## src/rtl/sw_step_conditioner.sv

```systemverilog
// ---------------------------------------------------------------------------
// sw_step_conditioner
//
// Cleans up the board slide switches before they reach the LFSR stage.
// Every switch is synchronised with two flops and then debounced.
// Clean one-clock strobes are produced from the debounced levels, so the LFSR
// can advance on clk with an enable instead of being clocked by a raw switch.
// The step switch also supports hold-to-auto-repeat.
//
// Ports
//   clk         in   1     system clock
//   rst         in   1     asynchronous reset, active-high
//   sw          in   N_SW  raw asynchronous switch inputs
//   sw_db       out  N_SW  debounced switch levels
//   sw_rise     out  N_SW  1-clk strobe, sw_db[i] went 0->1 this cycle
//   sw_fall     out  N_SW  1-clk strobe, sw_db[i] went 1->0 this cycle
//   step_pulse  out  1     1-clk step strobe (initial press plus auto-repeat)
//   step_load   out  1     step_pulse while sw_db[LOAD_IDX] is 1 (LFSR loads seed)
//   step_shift  out  1     step_pulse while sw_db[LOAD_IDX] is 0 (LFSR shifts once)
//
// All outputs are registered. There is no combinational path from sw to any
// output.
// ---------------------------------------------------------------------------
module sw_step_conditioner #(
  parameter int N_SW            = 10,
  parameter int STEP_IDX        = 8,
  parameter int LOAD_IDX        = 9,
  parameter int DEBOUNCE_CYCLES = 1_000_000,
  parameter int HOLD_CYCLES     = 50_000_000,
  parameter int REPEAT_CYCLES   = 10_000_000,
  parameter int REPEAT_EN       = 1
) (
  input  logic            clk,
  input  logic            rst,
  input  logic [N_SW-1:0] sw,
  output logic [N_SW-1:0] sw_db,
  output logic [N_SW-1:0] sw_rise,
  output logic [N_SW-1:0] sw_fall,
  output logic            step_pulse,
  output logic            step_load,
  output logic            step_shift
);

  localparam int CNT_W   = $clog2(DEBOUNCE_CYCLES);
  localparam int TMR_MAX = (HOLD_CYCLES > REPEAT_CYCLES) ? HOLD_CYCLES : REPEAT_CYCLES;
  localparam int TMR_W   = $clog2(TMR_MAX);

  localparam logic [CNT_W-1:0] CNT_LAST    = CNT_W'(DEBOUNCE_CYCLES - 1);
  localparam logic [TMR_W-1:0] HOLD_LAST   = TMR_W'(HOLD_CYCLES - 1);
  localparam logic [TMR_W-1:0] REPEAT_LAST = TMR_W'(REPEAT_CYCLES - 1);

  typedef enum logic [1:0] {
    ST_IDLE,
    ST_HOLD,
    ST_REPEAT
  } state_t;

  logic [N_SW-1:0]  s1;
  logic [N_SW-1:0]  s2;
  logic [CNT_W-1:0] cnt     [N_SW];
  logic [CNT_W-1:0] cnt_nxt [N_SW];
  logic [N_SW-1:0]  db_nxt;
  logic [N_SW-1:0]  rise_nxt;
  logic [N_SW-1:0]  fall_nxt;

  state_t           state;
  state_t           state_nxt;
  logic [TMR_W-1:0] timer;
  logic [TMR_W-1:0] timer_nxt;
  logic             pulse_nxt;
  logic             step_rise_nxt;
  logic             step_lvl_nxt;

  // Two-flop synchroniser for every switch bit.
  always_ff @(posedge clk or posedge rst) begin
    if (rst) begin
      s1 <= '0;
      s2 <= '0;
    end else begin
      s1 <= sw;
      s2 <= s1;
    end
  end

  // Debounce logic for each bit.
  // A bit's counter runs only while the synchronised input disagrees with the
  // debounced level. Any agreement clears the counter, so a glitch restarts
  // the wait. On the final count the level flips, and the matching edge
  // strobe is produced in the same cycle. The counter is cleared at that
  // point, so it can never wrap.
  always_comb begin
    db_nxt   = sw_db;
    rise_nxt = '0;
    fall_nxt = '0;
    for (int i = 0; i < N_SW; i++) begin
      cnt_nxt[i] = '0;
      if (s2[i] != sw_db[i]) begin
        if (cnt[i] == CNT_LAST) begin
          db_nxt[i]   = s2[i];
          rise_nxt[i] = s2[i];
          fall_nxt[i] = ~s2[i];
        end else begin
          cnt_nxt[i] = cnt[i] + CNT_W'(1);
        end
      end
    end
  end

  // Registers for the debounce counters, the levels and the edge strobes.
  always_ff @(posedge clk or posedge rst) begin
    if (rst) begin
      for (int i = 0; i < N_SW; i++) begin
        cnt[i] <= '0;
      end
      sw_db   <= '0;
      sw_rise <= '0;
      sw_fall <= '0;
    end else begin
      for (int i = 0; i < N_SW; i++) begin
        cnt[i] <= cnt_nxt[i];
      end
      sw_db   <= db_nxt;
      sw_rise <= rise_nxt;
      sw_fall <= fall_nxt;
    end
  end

  // The step FSM reads the next-cycle debounced values. Because of this, its
  // registered pulse lines up exactly with the registered sw_rise and sw_db.
  // This also means a release lands in the same cycle as a timer expiry it
  // collides with.
  assign step_rise_nxt = rise_nxt[STEP_IDX];
  assign step_lvl_nxt  = db_nxt[STEP_IDX];

  // Next-state logic for the step FSM.
  // Release is tested first, so it takes priority over a timer expiry.
  // When repeat is disabled, the timer holds at its final value in HOLD.
  always_comb begin
    state_nxt = state;
    timer_nxt = timer;
    pulse_nxt = 1'b0;
    case (state)
      ST_IDLE: begin
        if (step_rise_nxt) begin
          pulse_nxt = 1'b1;
          timer_nxt = '0;
          state_nxt = ST_HOLD;
        end
      end
      ST_HOLD: begin
        if (!step_lvl_nxt) begin
          state_nxt = ST_IDLE;
        end else if (timer == HOLD_LAST) begin
          if (REPEAT_EN != 0) begin
            pulse_nxt = 1'b1;
            timer_nxt = '0;
            state_nxt = ST_REPEAT;
          end
        end else begin
          timer_nxt = timer + TMR_W'(1);
        end
      end
      ST_REPEAT: begin
        if (!step_lvl_nxt) begin
          state_nxt = ST_IDLE;
        end else if (timer == REPEAT_LAST) begin
          pulse_nxt = 1'b1;
          timer_nxt = '0;
        end else begin
          timer_nxt = timer + TMR_W'(1);
        end
      end
      default: begin
        state_nxt = ST_IDLE;
        timer_nxt = '0;
      end
    endcase
  end

  // Registers for the FSM state, timer and step strobes.
  // Load and shift are split using the load switch level from the same
  // cycle the pulse appears.
  always_ff @(posedge clk or posedge rst) begin
    if (rst) begin
      state      <= ST_IDLE;
      timer      <= '0;
      step_pulse <= 1'b0;
      step_load  <= 1'b0;
      step_shift <= 1'b0;
    end else begin
      state      <= state_nxt;
      timer      <= timer_nxt;
      step_pulse <= pulse_nxt;
      step_load  <= pulse_nxt & db_nxt[LOAD_IDX];
      step_shift <= pulse_nxt & ~db_nxt[LOAD_IDX];
    end
  end

endmodule

```

## config.mk

```make
export PLATFORM = sky130hd
export DESIGN_NAME = sw_step_conditioner
export DESIGN_NICKNAME = d
export VERILOG_FILES = /design/src/rtl/sw_step_conditioner.sv
export SDC_FILE = /design/constraint.sdc
export NUM_CORES = 1
export LEC_CHECK = 0
export BUFFER_PORTS_ARGS = -buffer_cell sky130_fd_sc_hd__buf_2
export CORE_UTILIZATION = 55
export CTS_BUF_LIST = sky130_fd_sc_hd__clkbuf_2 sky130_fd_sc_hd__clkbuf_4 sky130_fd_sc_hd__clkbuf_8
export DETAILED_ROUTE_END_ITERATION = 7
export PLACE_DENSITY = 0.72
export SLEW_MARGIN = 25
export SYNTH_ARGS = -nofsm -noshare
export SYNTH_HDL_FRONTEND = slang
export SYNTH_SLANG_ARGS = --single-unit
```

## constraint.sdc

```tcl
create_clock -name clk -period 11.7 [get_ports clk]
set_input_delay 1.755 -clock clk [delete_from_list [all_inputs] [get_ports clk]]
set_output_delay 1.755 -clock clk [all_outputs]
set_load 0.03 [all_outputs]
```

==> run_results.csv <==
group,metric,value,unit
clocking,clk_latency,550,ps
global_route,grt_use_met1,0.286,
global_route,grt_pass1_wl,40200,um
timing,finalHoldViolCount,0,
logic_synthesis,synth.ff_latch_count,281,
layout,syn_to_final_growth,11.9,%
min_path,min_from,"s1[4]",
clocking,clkTransAtPathRegs,60,ps
drt,drc,0,
layout,nNetsFinal,1345,
timing,fmax,322,MHz
global_route,grt_pass1_vias,8746,
min_path,hp-class,"register to register",
logic_synthesis,synth_mux_area_frac,0.00940,
critical_path,max_stage_delay,510,ps
layout,final_area,0.0145,mm2
critical_path,critPathKind,"register to primary output",
logic_synthesis,synthArstFlopShare,1.00,
timing,finalCriticalPeriod,3100,ps
logic_synthesis,synth-seq-area-share,0.544,
critical_path,cp_num_cells,1,
critical_path,r2r_slack,8720,ps
placed_design,postPlaceCellArea,0.0135,mm2
global_route,use_met2,0.314,
pwr,p_per_area,132,mW/mm2
clocking,cts_made_buffers,46,
floorplan,core_area,0.0228,mm2
clocking,cts_tree,"yes",
logic_synthesis,synth_xor_area_frac,0.125,
timing,relSlewSlack,0.394,
run_status,status,"finished, final reports clean",
timing,rsz0062_at_grt,"no",
timing,skew,20.5,ps
global_route,grt_overflow_total,0,
timing,slew_viol_final,0,
critical_path,ff2ff_path_depth,6,
logic_synthesis,yosysTopAreaCellShare,0.544,
clocking,post_cts_buffers,0,
drt,ant_nets,0,
timing,fin_crit_sh,0.265,
flow_run,maxCapViolCount,0,
logic_synthesis,ys_warn_count,0,
logic_synthesis,synthCells,1244,
placed_design,dp_hpwl,14700,um
critical_path,timing.rr.start,"timer[16]",
critical_path,endpoint_kind,"primary output",
critical_path,cp_cell_sequence,"buf_2",
critical_path,critPathSlowestCell,"dfrtp_1",
critical_path,critPathTopFamily,"flip-flops",
timing,worstMarginPinSlew,909,ps
critical_path,path_max_fanout,7,
pwr,p_leak,6.46,nW
global_route,antenna_found_initial,0,
drt,vias,8957,
logic_synthesis,synthFlopType,"dfrtp_1",
global_route,grt_start_max_net_pins,132,
logic_synthesis,synthAdderAreaFrac,0.0145,
drt,drt-wirelength-per-cell,13.6,um
critical_path,r2r_end,"timer[23]",
floorplan,fp.dieW,155,um
min_path,whs_path_depth,0,
logic_synthesis,syn-num-nets,1271,
floorplan,die-height,155,um
global_route,use_met3,0.0357,
global_route,grt_use_total,0.199,
logic_synthesis,synth_area_leaders,"dfrtp_1, xor2_1, nor2_1",
clocking,htreeDepth,2,
logic_synthesis,yosys.area_share.simple,0.246,
floorplan,rows,55,
critical_path,arrival,1350,ps
drt,dr.pass1.iters,6,
logic_synthesis,synth_top_family_by_area,"simple AND/OR/NAND/NOR gates",
logic_synthesis,syn_area,0.0129,mm2
logic_synthesis,synth_compound_area_frac,0.0481,
timing,timing.setup.tns,0,ps
layout,n_antenna_cell,0,
clocking,cts.sinks,281,
min_path,holdPathEnd,"s2[4]",
timing,finalSetupViolCount,0,
critical_path,worstPathBufferInverterCount,1,
layout,drive_gt1_frac,0.113,
drt,drt_iter0_drc,422,
global_route,grt.busiest_layer,"met2",
logic_synthesis,syn_avg_cell_area,10.4,um2
clocking,clockBufferDepth,3,
placed_design,gp_congestion,0.809,
logic_synthesis,synth_top_area_cell,"dfrtp_1",
clocking,cts_root_buf,"clkbuf_8",
floorplan,initial_core_util,0.565,
drt,routed_wirelength,22700,um
critical_path,crit_required,9950,ps
floorplan,pin_count,45,
clocking,hold_buffers,0,
drt,avgViaCountPerCell,5.38,
floorplan,die-area,0.0241,mm2
logic_synthesis,ys_types,50,
pwr,peakVddDrop,94.5,uV
placed_design,port_buffers,44,
clocking,ctsResizeCount,0,
critical_path,worstSetupStartpointType,"register",
logic_synthesis,synth_edf_count,0,
-- placed cells by master, fill, tap and decap left out, types with 13 or more instances in the layout --
cell type and instances:
a21o_1 14, xnor2_1 72, clkbuf_8 59, dfrtp_1 281
buf_2 44, a22o_1 16, nor2_1 243, nand3_1 92
and3_1 41, ha_1 15, nand2_1 89, xor2_1 112
nor3b_1 19, inv_1 16, nand4_1 51, nor3_1 14
clkbuf_4 13
-- cells in the mapped netlist, drive strengths merged (3+ instances only) --
library cell,instances
dfrtp,281
nor2,243
xor2,112
nand3,92
nand2,89
xnor2,72
nand4,51
and3,41
nor3b,19
inv,17
a22o,16
clkbuf,16
ha,15
a21o,14
nor3,14
nor4,12
nor4b,12
o21ai,12
a21oi,11
and2,11
and4,11
mux2,9
nor4bb,8
or3,7
or4,7
o41ai,6
or2,6
a22oi,5
buf,5
nand4b,4
nand2b,3
nor2b,3
o21a,3
-- layer usage --
layer	routed length [um]	part of all wire
met1	11100	0.49
met5	0	0
met3	867	0.038
met2	10500	0.46
met4	283	0.012
-- how the worst max path moves through the flow --
stage,from,end
global route,cnt[26],timer[16]
floorplan,rst,cnt[0]
CTS,sw_db[8],sw_db[8]
finish,sw_db[8],sw_db[8]
detailed placement,rst,cnt[143]
global placement,rst,s2[5]
-- cell type report --
type / instances / area (um2)
timing repair buffer: 47 / 250
fill: 1885 / 8390
sequential: 281 / 7030
clock buffer: 72 / 910
tap: 313 / 392
inverter: 17 / 71.3
multi-input combinational: 925 / 5730
clock inverter: 11 / 67.6
-- cell families (layout without fill, tap and decap cells) --
family	Yosys count	in the layout
DFF	281	281
AOI/OAI and AO/OA	78	78
xor gates and xnor gates	184	184
muxes	11	11
and+or+nand+nor	637	637
buffers and inverters	38	147
adders and majority gates	15	15
-- through the flow --
step	instances	hold slack (ps)	utilization	power [mW]	setup slack, ps
CTS	1666	349	0.632	1.94	8560
global route	1666	351	0.633	1.99	8510
global placement	1583	333	0.589	1.06	8140
finish	1666	346	0.633	1.91	8600
detailed placement	1583	336	0.590	1.06	8150
floorplan	1244	331	-	1.05	2190
-- sequential cells by signal, summed over array words and instances, names as in the netlist --
register	flops
cnt	200
timer	26
s1	10
s2	10
sw_db	10
sw_fall	10
sw_rise	10
state	2
step_load	1
step_pulse	1
step_shift	1
-- power breakdown --
| group | internal (mW) | switching, mW |
|---|---|---|
| Sequential | 0.984 | 0.0116 |
| Clock | 0.496 | 0.376 |
| Combinational | 0.0114 | 0.0346 |
-- worst register-to-register path, delay by kind of cell (launching register included) --
family / cells / cell delay [ps]
DFF: 1 / 440
AOI/OAI and AO/OA: 3 / 890
and+or+nand+nor: 3 / 1530
Power figures use the tool's default switching activity.
